--- src/rtl/alu_operand_stage.sv ---
// Operand-fetch stage: 8 x WIDTH register file plus a one-deep valid/ready output register.
// Define OPERAND_BYPASS_EN to forward a same-cycle writeback into the captured operands.
module alu_operand_stage #(
  parameter int WIDTH = 16
) (
  input  logic             clk,
  input  logic             rst,
  input  logic             in_valid,
  output logic             in_ready,
  input  logic [3:0]       in_op,
  input  logic [2:0]       in_ra,
  input  logic [2:0]       in_rb,
  input  logic [2:0]       in_rd,
  input  logic             in_use_imm,
  input  logic [WIDTH-1:0] in_imm,
  input  logic             wb_en,
  input  logic [2:0]       wb_addr,
  input  logic [WIDTH-1:0] wb_data,
  output logic             out_valid,
  input  logic             out_ready,
  output logic [WIDTH-1:0] out_a,
  output logic [WIDTH-1:0] out_b,
  output logic [3:0]       out_op,
  output logic [2:0]       out_rd
);

  logic [WIDTH-1:0] rf_q [8];
  logic             valid_q, valid_d;
  logic [WIDTH-1:0] a_q, a_d, b_q, b_d;
  logic [3:0]       op_q, op_d;
  logic [2:0]       rd_q, rd_d;
  logic             accept;
  logic             wb_hit;
  logic [WIDTH-1:0] ra_val, rb_val;

  assign in_ready = !valid_q || out_ready;
  assign accept   = in_valid && in_ready;
  assign wb_hit   = wb_en && (wb_addr != 3'd0);

  // R0 is hard-wired to zero on the read side as well as never written.
  always_comb begin
    ra_val = (in_ra == 3'd0) ? '0 : rf_q[in_ra];
    rb_val = (in_rb == 3'd0) ? '0 : rf_q[in_rb];
`ifdef OPERAND_BYPASS_EN
    if (wb_hit && (wb_addr == in_ra)) ra_val = wb_data;
    if (wb_hit && (wb_addr == in_rb)) rb_val = wb_data;
`endif
  end

  always_comb begin
    valid_d = valid_q;
    a_d     = a_q;
    b_d     = b_q;
    op_d    = op_q;
    rd_d    = rd_q;
    if (accept) begin
      valid_d = 1'b1;
      a_d     = ra_val;
      b_d     = in_use_imm ? in_imm : rb_val;
      op_d    = in_op;
      rd_d    = in_rd;
    end else if (out_ready) begin
      valid_d = 1'b0;
    end
  end

  always_ff @(posedge clk) begin
    if (rst) begin
      valid_q <= 1'b0;
      a_q     <= '0;
      b_q     <= '0;
      op_q    <= '0;
      rd_q    <= '0;
      for (int i = 0; i < 8; i++) rf_q[i] <= '0;
    end else begin
      valid_q <= valid_d;
      a_q     <= a_d;
      b_q     <= b_d;
      op_q    <= op_d;
      rd_q    <= rd_d;
      if (wb_hit) rf_q[wb_addr] <= wb_data;
    end
  end

  assign out_valid = valid_q;
  assign out_a     = a_q;
  assign out_b     = b_q;
  assign out_op    = op_q;
  assign out_rd    = rd_q;

endmodule

--- config.mk ---
export PLATFORM = sky130hd
export DESIGN_NAME = alu_operand_stage
export DESIGN_NICKNAME = d
export VERILOG_FILES = /design/src/rtl/alu_operand_stage.sv
export SDC_FILE = /design/constraint.sdc
export NUM_CORES = 1
export LEC_CHECK = 0
export CORE_UTILIZATION = 50
export DETAILED_ROUTE_END_ITERATION = 6
export MAX_ROUTING_LAYER = met4
export PLACE_DENSITY = 0.74
export SYNTH_ARGS = -nofsm -noshare
export SYNTH_HDL_FRONTEND = slang
export SYNTH_SLANG_ARGS = --single-unit
export TNS_END_PERCENT = 20
--- constraint.sdc ---
create_clock -name clk -period 4.15 [get_ports clk]
set_clock_uncertainty 0.1 [all_clocks]
set_input_delay 0.6225 -clock clk [delete_from_list [all_inputs] [get_ports clk]]
set_output_delay 0.6225 -clock clk [all_outputs]
set_load 0.02 [all_outputs]
# Word level (Yosys, flattened, before mapping)
# Memories as Yosys holds them, arrays and structs flattened.
# Cells that the tools add are included.
dict set report totals {
  register_bits 40
  ram_bits 128
  inputBits 54
  wordCells 28
  memories 1
}
# name words width rd rd_clocked_by_memory_dff wr line_no
set mem_list {}
lappend mem_list {rf_q 8 16 2 0 8 27} ;# logic [WIDTH-1:0] rf_q [8];
dict set report op_classes {
  n_mux 13
  reduce_logical 9
}
# op count
set ops {}
lappend ops {{$mux 16} 4}
lappend ops {{$reduce_or 16->1} 1}
lappend ops {{$mux 1} 8}
lappend ops {{$logic_not 3->1} 2}
lappend ops {{$mux 3} 1}
lappend ops {{$reduce_bool 3->1} 1}
lappend ops {{$logic_and 1x1->1} 2}
lappend ops {{$reduce_bool 2->1} 1}
lappend ops {{$logic_not 1->1} 1}
lappend ops {{$logic_or 1x1->1} 1}

# Longest topological paths before layout
# Gate-level depths: netlist (run 1).
dict set report depth {
  ltp_word 7
  depth_mapped 7
}

# Least setup slack after synthesis (run 1)
# Ideal clock, no wire load.
dict set report synth_timing {
  path_type {input port to flip-flop}
  from {in wb_addr[0]}
  to {mem rf_q[2][0], enable pin}
  t_arrival_ns 1.671
  required_time_ns 3.716
  path_slack_ns 2.045
  cell_stages 3
  cell_sequence {or3b_2 -> nor2_1 -> or2_2}
}
# item line_no
set synth_rtl {}
lappend synth_rtl {{from (decl)} 17} ;# input logic [2:0] wb_addr,
lappend synth_rtl {{to (decl)} 27}

# Final worst setup path (run 1)
dict set report layout_timing {
  from {in in_rb[2]}
  to {reg b_q[0], in the netlist out_b[0]}
}
dict set report layout_via {
  elab_chain_len 3
}
# item line_no
set layout_rtl {}
lappend layout_rtl {{from (decl)} 12} ;# input logic [2:0] in_rb,
lappend layout_rtl {{$mem_v2 8x16 or $logic_not 3->1 (tied branches)} --}
lappend layout_rtl {{$mux 16 *} 43} ;# rb_val = (in_rb == 3'd0) ? '0 : rf_q[in_rb];
lappend layout_rtl {{$mux 16 *} 59} ;# b_d = in_use_imm ? in_imm : rb_val;
lappend layout_rtl {{to (signal assigned)} 71} ;# b_q <= '0;
lappend layout_rtl {{to (signal assigned)} 78} ;# b_q <= b_d;
lappend layout_rtl {{to (decl)} 29} ;# logic [WIDTH-1:0] a_q, a_d, b_q, b_d;
# Every way passes the cells marked *; elsewhere a longest branch is shown, timed or not.
# A chain may end at the register's enable or synchronous reset.

==> flow_results.xml, run 1 <==
<?xml version="1.0" encoding="UTF-8"?>
<metrics>
  <group name="status">
    <metric name="run_status" unit="">finished clean</metric>
  </group>
  <group name="floorplanning">
    <metric name="number_of_top_level_pins" unit="">95</metric>
    <metric name="initial_core_util" unit="%">51.60</metric>
    <metric name="die_width" unit="µm">124.7</metric>
    <metric name="fp-row-count" unit="">44</metric>
    <metric name="fp.coreArea" unit="µm²">14590</metric>
    <metric name="dieHeight" unit="µm">124.7</metric>
    <metric name="overall_die_area" unit="µm²">15550</metric>
  </group>
  <group name="detailed_routing">
    <metric name="drt_iter0_markers" unit="">645</metric>
    <metric name="detailroute.via_count" unit="">5598</metric>
    <metric name="vias_per_cell" unit="">6.105</metric>
    <metric name="ant_nets" unit="">0</metric>
    <metric name="drt-total-wl" unit="µm">20590</metric>
    <metric name="drt_first_pass_iters" unit="">5</metric>
    <metric name="drc" unit="">0</metric>
    <metric name="wire_per_inst" unit="µm">22.45</metric>
  </group>
  <group name="cts">
    <metric name="cts_max_path_buffers" unit="">2</metric>
    <metric name="clock_tree_from_tritoncts" unit="">built</metric>
    <metric name="worst_skew_pair.late_latency" unit="ns">0.42</metric>
    <metric name="post_cts_resize_count" unit="">0</metric>
    <metric name="cts.sink_count" unit="">152</metric>
    <metric name="cts_hold_repair.buffers" unit="">0</metric>
    <metric name="clk_transition_reported_paths" unit="ns">0.06</metric>
    <metric name="postCtsSetupBuffers" unit="">0</metric>
    <metric name="h-tree-depth" unit="">4</metric>
    <metric name="cts_root_buffer" unit="">sky130_fd_sc_hd__clkbuf_16</metric>
    <metric name="cts_made_buffers" unit="">17</metric>
  </group>
  <group name="timing">
    <metric name="timing_worst_slew_pin_value" unit="ns">1.090</metric>
    <metric name="final.setup.tns" unit="ns">0</metric>
    <metric name="final_max_slew_viol_count" unit="">0</metric>
    <metric name="fin_crit_sh" unit="%">65.82</metric>
    <metric name="grt_setup_unrepaired" unit="">no</metric>
    <metric name="max_freq" unit="MHz">366.1</metric>
    <metric name="period_minus_slack" unit="ns">2.732</metric>
    <metric name="setup_viol_count_final" unit="">0</metric>
    <metric name="max_slew_headroom_at_the_worst_pin" unit="%">27.35</metric>
    <metric name="number_of_hold_slack_violations_in_the_final_timing_report" unit="">0</metric>
  </group>
  <group name="cells_and_area">
    <metric name="layout-drive-gt1-share" unit="%">11.46</metric>
    <metric name="final_cell_mix" unit="">sky130_fd_sc_hd__and2_1 (114), sky130_fd_sc_hd__edfxtp_1 (112), sky130_fd_sc_hd__clkdlybuf4s50_1 (91), sky130_fd_sc_hd__mux2i_1 (75), sky130_fd_sc_hd__nor2_1 (48)</metric>
    <metric name="antenna_cells_inserted" unit="">0</metric>
    <metric name="area_growth_syn_to_layout" unit="%">21.76</metric>
    <metric name="final.fill_count" unit="">1111</metric>
    <metric name="layout_commonest_cell" unit="">sky130_fd_sc_hd__and2_1</metric>
    <metric name="layout.cells.non_filler" unit="">917</metric>
    <metric name="design.final.nets" unit="">775</metric>
  </group>
  <group name="synthesis">
    <metric name="syn_area" unit="µm²">7528</metric>
    <metric name="synthesis.area_per_instance" unit="µm²">11.89</metric>
    <metric name="synthXorXnorAreaFrac" unit="%">0</metric>
    <metric name="synthesis.yosys.warnings" unit="">0</metric>
    <metric name="dominant_combinational_cell_family_by_area_after_synthesis" unit="">simple AND/OR/NAND/NOR gates</metric>
    <metric name="synth_seq_cells" unit="">152</metric>
    <metric name="synth_mux_area_share" unit="%">14.01</metric>
    <metric name="async_set_reset_flop_share_out_of_synthesis" unit="%">0</metric>
    <metric name="synth_fa_ha_area_share" unit="%">0</metric>
    <metric name="synthDistinctLibCells" unit="">37</metric>
    <metric name="synth-simple-area-share" unit="%">17.68</metric>
    <metric name="syn-num-nets" unit="">687</metric>
    <metric name="synth_enable_flop_cells" unit="">112</metric>
    <metric name="ys_dominant_reg_cell" unit="">sky130_fd_sc_hd__edfxtp_1</metric>
    <metric name="post_synth_inst_count" unit="">633</metric>
    <metric name="seq_area_frac_synth" unit="%">55.31</metric>
    <metric name="synth_compound_gate_area_share" unit="%">9.722</metric>
  </group>
  <group name="pwr">
    <metric name="clock_power_share" unit="%">39.4</metric>
    <metric name="vdd.ir_drop.worst" unit="mV">0.2569</metric>
    <metric name="power.switching" unit="mW">0.9208</metric>
    <metric name="sequential_share_of_power" unit="%">47.1</metric>
    <metric name="pwr-share-comb" unit="%">13.5</metric>
    <metric name="power.internal" unit="mW">2.890</metric>
    <metric name="power_density" unit="nW/µm²">415.7</metric>
    <metric name="p_sw_share" unit="%">24.16</metric>
    <metric name="total_power" unit="mW">3.811</metric>
    <metric name="static-leakage-power" unit="nW">3.395</metric>
  </group>
  <group name="critical_path">
    <metric name="setup.reg_to_reg.worst_slack" unit="ns">2.12</metric>
    <metric name="required" unit="ns">4.34</metric>
    <metric name="timing.setup.critical_path_class" unit="">in2reg</metric>
    <metric name="cpPeakStageDelay" unit="ns">0.86</metric>
    <metric name="crit_arrival" unit="ns">2.92</metric>
    <metric name="timing.critical_path.cells" unit="">clkdlybuf4s50_1 &gt; nor2b_4 &gt; a22oi_1 &gt; or2_2 &gt; a2111oi_0</metric>
    <metric name="worst_setup_path_start_kind" unit="">primary input</metric>
    <metric name="cell_count_along_the_critical_path" unit="">5</metric>
    <metric name="critical_path.startpoint" unit="">in_rb[2]</metric>
    <metric name="worst_path_dominant_cell_family" unit="">simple AND/OR/NAND/NOR gates</metric>
    <metric name="rr_endpoint" unit="">out_a[13]</metric>
    <metric name="worst_path_slowest_cell" unit="">sky130_fd_sc_hd__clkdlybuf4s50_1</metric>
    <metric name="timing.critical_path.fanout_max" unit="">14</metric>
    <metric name="cp_capture_type" unit="">flip-flop</metric>
    <metric name="crit_buf_inv" unit="">1</metric>
    <metric name="timing.rr.start" unit="">out_valid</metric>
    <metric name="timing.critical_path.to" unit="">out_b[0]</metric>
    <metric name="logic_depth_of_the_worst_register_to_register_path" unit="">5</metric>
  </group>
  <group name="grt">
    <metric name="grt_start_max_net_pins" unit="">49</metric>
    <metric name="overflow_after_grt" unit="">0</metric>
    <metric name="grt_usage" unit="%">28.05</metric>
    <metric name="global_route_wire_length_before_repair" unit="µm">31820</metric>
    <metric name="via_count_of_the_first_global_routing_pass" unit="">5465</metric>
    <metric name="initial_antenna_violation_count" unit="">0</metric>
  </group>
  <group name="hold_path">
    <metric name="worstHoldPathCells" unit="">2</metric>
    <metric name="worst_hold_path_type" unit="">reg2reg</metric>
  </group>
  <group name="placed_design">
    <metric name="place.detailed.instances" unit="">886</metric>
    <metric name="dp.final_hpwl" unit="µm">13950</metric>
    <metric name="number_of_port_buffers" unit="">94</metric>
    <metric name="routabilityCongestion" unit="">0.9111</metric>
  </group>
  <group name="job">
    <metric name="timing.max_cap.violations" unit="">0</metric>
  </group>
</metrics>
-- cells by family after synthesis --
group,Yosys count
mux,97
compound gates,95
flops,152
simple gates,242
buf+inv,47
-- Yosys cell counts, types with 2 or more instances --
cell type                     n  area, µm²
sky130_fd_sc_hd__a22oi_1      6      45.04
sky130_fd_sc_hd__buf_1        2      7.510
sky130_fd_sc_hd__dfxtp_1     40      800.8
sky130_fd_sc_hd__a21oi_1     10      50.05
sky130_fd_sc_hd__a21boi_0     3      22.52
sky130_fd_sc_hd__a211oi_1     8      60.06
sky130_fd_sc_hd__buf_4        6      45.04
sky130_fd_sc_hd__nand2_1     23      86.33
sky130_fd_sc_hd__nor2_1      48      180.2
sky130_fd_sc_hd__nor3b_1      8      60.06
sky130_fd_sc_hd__a221o_1      6      60.06
sky130_fd_sc_hd__mux2_1       3      33.78
sky130_fd_sc_hd__edfxtp_1   112       3363
sky130_fd_sc_hd__a221oi_1    15      131.4
sky130_fd_sc_hd__buf_6        2      22.52
sky130_fd_sc_hd__and2_1     114      713.2
sky130_fd_sc_hd__o22ai_1     22      137.6
sky130_fd_sc_hd__nor2b_1      4      25.02
sky130_fd_sc_hd__a2111oi_2    2      30.03
sky130_fd_sc_hd__mux2_2      14      157.7
sky130_fd_sc_hd__buf_2       13      65.06
sky130_fd_sc_hd__nor3_1      21      105.1
sky130_fd_sc_hd__nand2b_1     6      37.54
sky130_fd_sc_hd__mux2i_1     75      750.7
sky130_fd_sc_hd__or2_2       13      81.33
sky130_fd_sc_hd__a31oi_1      3      18.77
sky130_fd_sc_hd__clkbuf_1    22      82.58
sky130_fd_sc_hd__o32ai_1      2      17.52
sky130_fd_sc_hd__or3_1        2      12.51
sky130_fd_sc_hd__a2111oi_0   17      148.9
sky130_fd_sc_hd__mux4_2       5      112.6
-- area by class of cell --
type                            instances  area [µm²]  area share, %
Clock inverter                         12       133.9          1.461
Timing Repair Buffer                  115        1084          11.82
Multi-Input combinational cell        434        3118          34.02
Sequential cell                       152        4164          45.43
Inverter                                1       3.754        0.04095
Tap cell                              184       230.2          2.512
Clock buffer                           19       432.9          4.723
-- sequential cells by signal, indices dropped and copies added, names as in the netlist --
register / cells
out_a: 16
out_b: 16
out_op: 4
out_rd: 3
out_valid: 1
rf_q: 112
-- worst min-delay path by stage --
stage | start | to | slack (ns)
2_1_floorplan | rf_q[1][13] | out_a[13] | 0.42
3_3_place_gp | out_op[0] | out_op[0] | 0.34
3_5_place_dp | out_rd[2] | out_rd[2] | 0.35
4_1_cts | out_rd[2] | out_rd[2] | 0.36
5_1_grt | out_op[0] | out_op[0] | 0.38
6_report | out_rd[2] | out_rd[2] | 0.35
-- worst min-delay path: stages (launching register included) --
cell and delay (ns):
sky130_fd_sc_hd__dfxtp_1 0.31, sky130_fd_sc_hd__nand2_1 0.05, sky130_fd_sc_hd__a21oi_1 0.05
-- power by group through the flow --
stage | logic (mW) | clock network, mW | registers [mW]
3_3_place_gp | 0.495 | 0 | 1.82
3_5_place_dp | 0.505 | 0 | 1.82
5_1_grt | 0.545 | 1.57 | 1.80
4_1_cts | 0.508 | 1.51 | 1.79
2_1_floorplan | 0.256 | 0 | 1.84
6_report | 0.513 | 1.50 | 1.79
-- metal layers --
layer,part of all wire [%],up-vias,GRT usage [%]
met1,43,2684,38.50
li1,-,2535,-
met3,11,27,7.474
met4,1.5,0,8.505
met2,44,352,40.66
met5,0,-,-
-- per-stage QoR --
stage	hold slack, ns	util, %	cell area [µm²]	worst slack, ns
after floorplan	0.4215	-	7528	2.045
after global placement	0.3405	58.95	8600	1.087
after detailed placement	0.3480	58.95	8600	1.097
after CTS	0.3557	62.83	9166	1.499
after global routing	0.3822	62.83	9166	1.300
final	0.3530	62.83	9166	1.418
Power figures use the tool's default switching activity.
==> run 2, diff against run 1 <==
==> constraint.sdc (replaced) <==
create_clock -name clk -period 2.75 [get_ports clk]
set_clock_uncertainty 0.1 [all_clocks]
set_input_delay 0.4125 -clock clk [delete_from_list [all_inputs] [get_ports clk]]
set_output_delay 0.4125 -clock clk [all_outputs]
set_load 0.02 [all_outputs]
==> run 2 against run 1 <==
  * Register-to-register slack worse by 1.6 ns
  * Critical endpoint is now out_a[10]
  * Largest power group unchanged
  * Critical path type unchanged
  * Clock-buffer cell count is the same
  * Clock power up 57%
==> flow_results.xml, run 2 (synthesis results as in run 1) <==
<?xml version="1.0" encoding="UTF-8"?>
<metrics>
  <group name="detailed_routing">
    <metric name="ant_nets" unit="">0</metric>
    <metric name="drc" unit="">0</metric>
    <metric name="drt-total-wl" unit="µm">20160</metric>
    <metric name="drt_first_pass_iters" unit="">5</metric>
    <metric name="vias_per_cell" unit="">5.993</metric>
    <metric name="drt_iter0_markers" unit="">571</metric>
    <metric name="detailroute.via_count" unit="">5526</metric>
    <metric name="wire_per_inst" unit="µm">21.86</metric>
  </group>
  <group name="cts">
    <metric name="clk_transition_reported_paths" unit="ns">0.06</metric>
    <metric name="cts.sink_count" unit="">152</metric>
    <metric name="h-tree-depth" unit="">4</metric>
    <metric name="cts_root_buffer" unit="">sky130_fd_sc_hd__clkbuf_16</metric>
    <metric name="worst_skew_pair.late_latency" unit="ns">0.43</metric>
    <metric name="postCtsSetupBuffers" unit="">0</metric>
    <metric name="cts_made_buffers" unit="">17</metric>
    <metric name="clock_tree_from_tritoncts" unit="">built</metric>
    <metric name="cts_max_path_buffers" unit="">2</metric>
  </group>
  <group name="grt">
    <metric name="global_route_wire_length_before_repair" unit="µm">31150</metric>
    <metric name="grt_usage" unit="%">27.53</metric>
    <metric name="grt_start_max_net_pins" unit="">49</metric>
    <metric name="overflow_after_grt" unit="">0</metric>
    <metric name="initial_antenna_violation_count" unit="">0</metric>
    <metric name="via_count_of_the_first_global_routing_pass" unit="">5501</metric>
  </group>
  <group name="critical_path">
    <metric name="worst_path_slowest_cell" unit="">sky130_fd_sc_hd__a2111oi_0</metric>
    <metric name="worst_setup_path_start_kind" unit="">primary input</metric>
    <metric name="crit_arrival" unit="ns">2.82</metric>
    <metric name="timing.critical_path.cells" unit="">clkdlybuf4s50_1 &gt; nand2b_1 &gt; nor2_1 &gt; a2111oi_0 &gt; nor3_1</metric>
    <metric name="cpPeakStageDelay" unit="ns">0.90</metric>
    <metric name="timing.critical_path.fanout_max" unit="">15</metric>
    <metric name="cp_capture_type" unit="">flip-flop</metric>
    <metric name="required" unit="ns">2.93</metric>
    <metric name="timing.setup.critical_path_class" unit="">in2reg</metric>
  </group>
  <group name="timing">
    <metric name="max_freq" unit="MHz">378.8</metric>
    <metric name="timing_worst_slew_pin_value" unit="ns">1.001</metric>
    <metric name="fin_crit_sh" unit="%">96.00</metric>
    <metric name="setup_viol_count_final" unit="">0</metric>
    <metric name="grt_setup_unrepaired" unit="">no</metric>
    <metric name="whs" unit="ns">0.3572</metric>
    <metric name="number_of_hold_slack_violations_in_the_final_timing_report" unit="">0</metric>
    <metric name="period_minus_slack" unit="ns">2.640</metric>
    <metric name="max_slew_headroom_at_the_worst_pin" unit="%">31.57</metric>
    <metric name="final_max_slew_viol_count" unit="">0</metric>
  </group>
  <group name="placed_design">
    <metric name="routabilityCongestion" unit="">0.8731</metric>
    <metric name="dp.final_hpwl" unit="µm">13730</metric>
    <metric name="number_of_port_buffers" unit="">94</metric>
    <metric name="place.detailed.instances" unit="">890</metric>
  </group>
  <group name="status">
    <metric name="run_status" unit="">finished clean</metric>
  </group>
  <group name="floorplanning">
    <metric name="number_of_top_level_pins" unit="">95</metric>
    <metric name="die_width" unit="µm">124.7</metric>
    <metric name="overall_die_area" unit="µm²">15550</metric>
    <metric name="dieHeight" unit="µm">124.7</metric>
    <metric name="initial_core_util" unit="%">51.60</metric>
    <metric name="fp.coreArea" unit="µm²">14590</metric>
    <metric name="fp-row-count" unit="">44</metric>
  </group>
  <group name="pwr">
    <metric name="power_density" unit="nW/µm²">628.9</metric>
    <metric name="vdd.ir_drop.worst" unit="mV">0.5444</metric>
    <metric name="static-leakage-power" unit="nW">3.456</metric>
    <metric name="total_power" unit="mW">5.847</metric>
  </group>
  <group name="cells_and_area">
    <metric name="largest_reg_flops" unit="">112</metric>
    <metric name="largest-register" unit="">rf_q</metric>
    <metric name="layout-drive-gt1-share" unit="%">11.79</metric>
    <metric name="final_cell_mix" unit="">sky130_fd_sc_hd__and2_1 (114), sky130_fd_sc_hd__edfxtp_1 (112), sky130_fd_sc_hd__clkdlybuf4s50_1 (91), sky130_fd_sc_hd__mux2i_1 (75), sky130_fd_sc_hd__nor2_1 (48)</metric>
    <metric name="layout.cells.non_filler" unit="">922</metric>
    <metric name="design.final.nets" unit="">779</metric>
    <metric name="layout_commonest_cell" unit="">sky130_fd_sc_hd__and2_1</metric>
    <metric name="area_growth_syn_to_layout" unit="%">23.50</metric>
    <metric name="antenna_cells_inserted" unit="">0</metric>
  </group>
  <group name="job">
    <metric name="timing.max_cap.violations" unit="">0</metric>
  </group>
  <group name="hold_path">
    <metric name="worst_hold_path_type" unit="">reg2reg</metric>
  </group>
</metrics>
[run 2: cell types whose count changed in the layout (fill, tap and decap cells not counted), sizes merged]
cell / delta
clkinvlp: -1
clkinv: +1
buf: +4
bufinv: +1
[run 2: critical path, delay by kind of cell]
kind	cells	cell delay, ns
AND/OR/NAND/NOR	3	0.86
AO/OA/AOI/OAI	1	0.90
buffers and inverters	1	0.63
[run 2: worst paths after layout]
kind	start	end	slack [ns]	depth (start not counted)
worst min register to register	out_op[3]	out_op[3]	0.36	2
worst max-delay path	in_ra[2]	out_a[10]	0.11	5
worst max register to register	out_valid	out_a[10]	0.49	5
worst min-delay path	out_op[3]	out_op[3]	0.36	2
[run 2: layout make-up]
| type | count | area, µm² |
|---|---|---|
| flip-flops and latches | 152 | 4164 |
| fillers | 1099 | 5291 |
| clock inverters | 13 | 158.9 |
| well taps | 184 | 230.2 |
| inverters | 1 | 3.754 |
| repair buffers | 119 | 1189 |
| clock buffers | 19 | 432.9 |
| multi-input cells | 434 | 3119 |
[run 2: layer usage]
layer,track usage [%],wire [µm]
met1,37.60,9003
met2,39.88,9007
met3,6.186,1761
met4,10.77,387
met5,-,0
[run 2: repair_timing]
action	in CTS	in global routing
hold buffers	0	0
endpoints found under the hold margin	0	0
endpoints found under the setup margin	0	1
gates resized for setup	0	1
[run 2: power breakdown]
part	switching [mW]	internal [mW]	leakage, nW
Combinational	0.431	0.358	1.77
Clock	0.859	1.49	0.283
Sequential	0.0907	2.62	1.40
[run 2: metrics by stage]
step / setup slack [ns] / cell area, µm² / utilization, % / setup TNS, ns
floorplan: 0.8550 / 7528 / - / 0
global placement: -0.3506 / 8705 / 59.67 / -1.326
detailed placement: -0.4013 / 8705 / 59.67 / -1.482
CTS: 0.03180 / 9296 / 63.72 / 0
global route: 0.08209 / 9298 / 63.73 / 0
finish: 0.1100 / 9298 / 63.73 / 0
